<file path="src/rtl/hazard_interlock_pkg.sv">
// Shared pipeline definitions for the ID-stage hazard interlock.
// Provides the register-index width, the scoreboard slot layout and the zero register.
package hazard_interlock_pkg;

  localparam int unsigned REG_AW = 5;

  localparam logic [REG_AW-1:0] ZERO_REG = '0;

  typedef struct packed {
    logic              valid;
    logic              rw;
    logic              memread;
    logic [REG_AW-1:0] rd;
  } slot_t;

endpackage

</file>
<file path="src/rtl/hazard_slot_match.sv">
// Combinational producer match for one scoreboard slot against the ID-stage sources.
// Register 0 never matches, so it can never raise a dependency.
module hazard_slot_match
  import hazard_interlock_pkg::*;
(
  input  slot_t             slot,
  input  logic [REG_AW-1:0] rs,
  input  logic [REG_AW-1:0] rt,
  input  logic              use_rs,
  input  logic              use_rt,
  output logic              hit
);

  logic produces;
  logic match_rs;
  logic match_rt;

  always_comb begin
    produces = slot.valid && slot.rw && (slot.rd != ZERO_REG);
    match_rs = produces && (slot.rd == rs);
    match_rt = produces && (slot.rd == rt);
    hit      = (use_rs && match_rs) || (use_rt && match_rt);
  end

endmodule

</file>
<file path="src/rtl/hazard_interlock.sv">
// ID-stage interlock: shadow scoreboard of EX/MEM producers driving stall, flush and freeze.
// Optional saturating statistics counters are built when HAZARD_STATS_EN is defined.
module hazard_interlock #(
  parameter int unsigned REG_AW = 5,
  parameter int unsigned STAT_W = 32
) (
  input  logic              clk_i,
  input  logic              rst_i,
  input  logic [REG_AW-1:0] IFID_rs_i,
  input  logic [REG_AW-1:0] IFID_rt_i,
  input  logic              ID_use_rs_i,
  input  logic              ID_use_rt_i,
  input  logic              ID_rw_i,
  input  logic [REG_AW-1:0] ID_rd_i,
  input  logic              ID_memread_i,
  input  logic              ID_branch_i,
  input  logic              branch_taken_i,
  input  logic              mem_stall_i,
  output logic              PC_write_o,
  output logic              IFID_write_o,
  output logic              IFID_flush_o,
  output logic              IDEX_bubble_o,
  output logic              freeze_o,
  output logic [STAT_W-1:0] stall_cycles_o,
  output logic [STAT_W-1:0] flush_count_o
);

  import hazard_interlock_pkg::slot_t;

  slot_t ex_q;
  slot_t mem_q;
  logic  ex_hit;
  logic  mem_hit;
  logic  haz;

  hazard_slot_match u_ex_match (
    .slot   (ex_q),
    .rs     (IFID_rs_i),
    .rt     (IFID_rt_i),
    .use_rs (ID_use_rs_i),
    .use_rt (ID_use_rt_i),
    .hit    (ex_hit)
  );

  hazard_slot_match u_mem_match (
    .slot   (mem_q),
    .rs     (IFID_rs_i),
    .rt     (IFID_rt_i),
    .use_rs (ID_use_rs_i),
    .use_rt (ID_use_rt_i),
    .hit    (mem_hit)
  );

  // A branch waiting on a load in MEM only needs this term once EX no longer covers it.
  always_comb begin
    haz = (ex_hit && ex_q.memread)
       || (ID_branch_i && ex_hit)
       || (ID_branch_i && !ex_hit && mem_q.memread && mem_hit);
  end

  always_comb begin
    PC_write_o    = 1'b0;
    IFID_write_o  = 1'b0;
    IFID_flush_o  = 1'b0;
    IDEX_bubble_o = 1'b0;
    freeze_o      = 1'b0;
    if (!rst_i) begin
      IDEX_bubble_o = 1'b1;
    end else if (mem_stall_i) begin
      freeze_o = 1'b1;
    end else if (haz) begin
      IDEX_bubble_o = 1'b1;
    end else begin
      PC_write_o   = 1'b1;
      IFID_write_o = 1'b1;
      IFID_flush_o = ID_branch_i && branch_taken_i;
    end
  end

  always_ff @(posedge clk_i or negedge rst_i) begin
    if (!rst_i) begin
      ex_q  <= '0;
      mem_q <= '0;
    end else if (!mem_stall_i) begin
      mem_q <= ex_q;
      if (haz) begin
        ex_q <= '0;
      end else begin
        ex_q.valid   <= 1'b1;
        ex_q.rw      <= ID_rw_i;
        ex_q.memread <= ID_memread_i;
        ex_q.rd      <= ID_rd_i;
      end
    end
  end

`ifdef HAZARD_STATS_EN
  logic [STAT_W-1:0] stall_cnt_q;
  logic [STAT_W-1:0] flush_cnt_q;

  always_ff @(posedge clk_i or negedge rst_i) begin
    if (!rst_i) begin
      stall_cnt_q <= '0;
      flush_cnt_q <= '0;
    end else begin
      if (haz && !mem_stall_i && (stall_cnt_q != '1)) begin
        stall_cnt_q <= stall_cnt_q + STAT_W'(1);
      end
      if (IFID_flush_o && (flush_cnt_q != '1)) begin
        flush_cnt_q <= flush_cnt_q + STAT_W'(1);
      end
    end
  end

  assign stall_cycles_o = stall_cnt_q;
  assign flush_count_o  = flush_cnt_q;
`else
  assign stall_cycles_o = '0;
  assign flush_count_o  = '0;
`endif

endmodule

</file>
<file path="config.mk">
export PLATFORM = sky130hd
export DESIGN_NAME = hazard_interlock
export DESIGN_NICKNAME = d
export VERILOG_FILES = /design/src/rtl/hazard_interlock_pkg.sv /design/src/rtl/hazard_slot_match.sv /design/src/rtl/hazard_interlock.sv
export SDC_FILE = /design/constraint.sdc
export NUM_CORES = 1
export LEC_CHECK = 0
export ABC_CLOCK_PERIOD_IN_PS = 3300
export CELL_PAD_IN_SITES_DETAIL_PLACEMENT = 0
export CELL_PAD_IN_SITES_GLOBAL_PLACEMENT = 1
export CORE_UTILIZATION = 27
export DETAILED_ROUTE_END_ITERATION = 12
export GPL_ROUTABILITY_DRIVEN = 1
export GPL_TIMING_DRIVEN = 0
export PLACE_DENSITY_LB_ADDON = 0.1
export SKIP_LAST_GASP = 1
export SLEW_MARGIN = 25
export SYNTH_ARGS = -nofsm -noshare
export SYNTH_HDL_FRONTEND = slang
export SYNTH_SLANG_ARGS = --single-unit
</file>
<file path="constraint.sdc">
create_clock -name clk_i -period 3.3 [get_ports clk_i]
set_clock_uncertainty 0.05 [all_clocks]
set_input_delay 0.66 -clock clk_i [delete_from_list [all_inputs] [get_ports clk_i]]
set_output_delay 0.66 -clock clk_i [all_outputs]
set_load 0.005 [all_outputs]
</file>
==> flow_metrics.py <==
metrics = {
    "run_status": {
        "status": "finished, final reports clean",
    },
    "sta": {
        "max_slew_margin": 0.446,
        "rsz0062_at_grt": "false",
        "setup_ws_ns": 0.180,
        "whs_ns": 0.462,
        "fmax_mhz": 321,
        "drv_slew": 0,
        "tightest_slew_ns": 0.831,
        "finalCriticalPeriod_ns": 3.12,
        "fin_tns_setup_ns": 0,
        "final_hold_viol_count": 0,
        "setup_viol": 0,
        "finalCritPeriodShare": 0.945,
    },
    "global_route": {
        "grt_max_degree": 21,
        "antenna_found_initial": 0,
        "grt_overflow_total": 0,
        "grt_pass1_vias": 905,
        "grt_pass1_wl_um": 4170,
        "grt_use_total": 0.0995,
    },
    "placed_design": {
        "gp_congestion": 0.722,
        "io_buffers": 27,
        "place_inst": 301,
        "dpl_cell_area_um2": 2000,
        "dp_slack_ns": -0.258,
    },
    "yosys": {
        "ys_types": 23,
        "synth.area.top_cells": "buf_4, dfrtp_1, xnor2_1",
        "yosysTopAreaCellShare": 0.346,
        "synth_edf_count": 0,
        "netlist_instances": 144,
        "synth_area_um2": 1410,
        "ys_top_cells_by_count": "buf_4, xnor2_1, dfrtp_1, mux2_2, a22o_1",
        "synth_area_per_cell_um2": 9.79,
        "async_flop_share": 1.00,
        "synthFlopType": "dfrtp_1",
        "ys_ff_latch": 16,
        "yosysWarnings": 0,
        "ys_seq_area_frac": 0.284,
        "yosysMostFrequentCell": "buf_4",
        "yosysTopAreaCell": "buf_4",
    },
    "route": {
        "drt_iter0_drc": 18,
        "wirelength_um": 2750,
        "firstDrtPassIters": 2,
        "routedWlPerCell_um": 9.01,
        "drc": 0,
        "vias": 1023,
        "via_per_inst": 3.35,
        "ant_nets": 0,
    },
    "cells_and_area": {
        "syn_to_final_growth_pct": 45.4,
        "final_area_um2": 2050,
        "drive_gt1_frac": 0.361,
        "regArea_um2": 400,
        "fin_nets": 264,
        "stdcell_count": 305,
        "num_antenna_cells": 0,
        "n_fill_cell": 513,
        "multi_input_area_um2": 763,
    },
    "setup_path": {
        "rrSetupSlack_ns": 1.56,
        "required_ns": 2.59,
        "critical-path-top-delay-family": "buffers and inverters",
        "end_kind": "output port",
        "worstPathCellList": "clkdlybuf4s50_1 -> nand2_1 -> o22ai_2 -> a221oi_4 -> and2_4 -> buf_4 -> clkdlybuf4s50_1",
        "cp_max_fo": 4,
        "max_stage_delay_ns": 0.48,
        "rr_startpoint": "ex_q[0]$_DFFE_PN0N_",
        "criticalPathCategory": "in2out",
        "start_kind": "input pin",
        "crit_start": "ID_use_rt_i",
        "cp_data_arrival_time_ns": 2.41,
        "crit_top_cell": "clkdlybuf4s50_1",
        "worst-path-buf-inv": 3,
        "slowest_stage": "clkdlybuf4s50_1",
    },
    "clock_network": {
        "cts_tree": "built",
        "max-clock-path-buffers": 2,
        "cts.sinks": 16,
        "holdBufCountCts": 0,
        "numCtsBuffers": 3,
        "h-tree-depth": 1,
        "path_clk_slew_ns": 0.06,
        "clk_latency_ns": 0.24,
        "root_buffer": "clkbuf_8",
    },
    "floorplan": {
        "num_rows": 25,
        "fp.coreArea_um2": 4880,
        "die_h_um": 74.3,
        "ios": 93,
        "dieArea_um2": 5520,
        "die_x_um": 74.3,
        "start_util": 0.289,
    },
    "power": {
        "peakVddDrop_uv": 153,
        "power_density_nw_per_um2": 288,
        "power_leakage_nw": 1.07,
    },
    "min_path": {
        "hold_start": "mem_q[7]$_DFFE_PN0N_",
        "hold_path.class": "reg2reg",
    },
    "run": {
        "cap_violations": 0,
    },
}
[worst reg2reg max path, cell delays in order (launching register included)]
cell	delay [ns]
dfrtp_1	0.47
xnor2_1	0.20
nand4_1	0.12
o22ai_2	0.26
a221oi_4	0.11
buf_4	0.20
a22o_2	0.21
[state kept, by name, indices dropped and copies added (netlist names)]
name and cells:
ex_q 8, mem_q 8
[placed cells by master (no fill, tap or decap), types with 2 or more instances in the layout]
cell             count
o22ai_2              2
nor3_1               2
a22o_1               6
clkbuf_1             2
xnor2_1             19
buf_4               66
nand2_1              4
conb_1              64
mux2_2               8
dlygate4sd2_1       11
dfrtp_1             16
nand4_1              4
clkdlybuf4s50_1     15
clkbuf_8             3
nor2_1               2
[cell families (layout without fill, tap and decap cells)]
group / count (synthesis) / count (layout) / synth area share
flops: 16 / 16 / 0.284
simple gates: 16 / 16 / 0.0657
buf+inv: 67 / 98 / 0.351
other cells: 1 / 64 / 0.00266
compound gates: 16 / 16 / 0.108
mux: 8 / 8 / 0.0639
xor+xnor: 20 / 20 / 0.124
[power breakdown]
group	internal, mW	total (mW)	switching [mW]	leakage [nW]
clock network	0.0807	0.140	0.0596	0.0216
logic	0.127	0.203	0.0764	0.857
registers	0.219	0.247	0.0285	0.192
[through the flow]
step	total power [mW]	utilization
floorplan	0.394	-
global placement	0.454	0.410
detailed placement	0.454	0.410
CTS	0.596	0.419
global route	0.633	0.420
finish	0.590	0.420
[area by class of cell]
| class | count | area share |
|---|---|---|
| Buffer | 67 | 0.242 |
| Clock buffer | 3 | 0.0201 |
| Multi-Input combinational cell | 124 | 0.372 |
| Sequential cell | 16 | 0.195 |
| Tap cell | 67 | 0.0409 |
| Timing Repair Buffer | 28 | 0.130 |
[repair_timing]
action                                 4_1_cts  5_1_grt
buffers inserted                             1        0
pin swaps                                    1        2
gates resized for setup                     13        2
setup endpoints to repair                    3        1
endpoints found under the hold margin        0        0
[per-layer routing]
| layer | share of wire | track usage | vias to the layer above |
|---|---|---|---|
| met1 | 0.45 | 0.135 | 408 |
| met3 | 0.13 | 0.0271 | 2 |
| met4 | 0.0033 | 0.0252 | 0 |
| met5 | 0 | 0 | - |
| met2 | 0.41 | 0.158 | 65 |
| li1 | - | - | 548 |
[final timing paths]
path / to / cells after the start
max: PC_write_o / 7
min: mem_q[7]$_DFFE_PN0N_ / 1
max reg2reg: ex_q[3]$_DFFE_PN0N_ / 6
min reg2reg: mem_q[7]$_DFFE_PN0N_ / 1
max in group asynchronous: mem_q[2]$_DFFE_PN0N_ / 1
min in group asynchronous: ex_q[5]$_DFFE_PN0N_ / 1
Note: power is estimated with default switching activity, not from simulation.
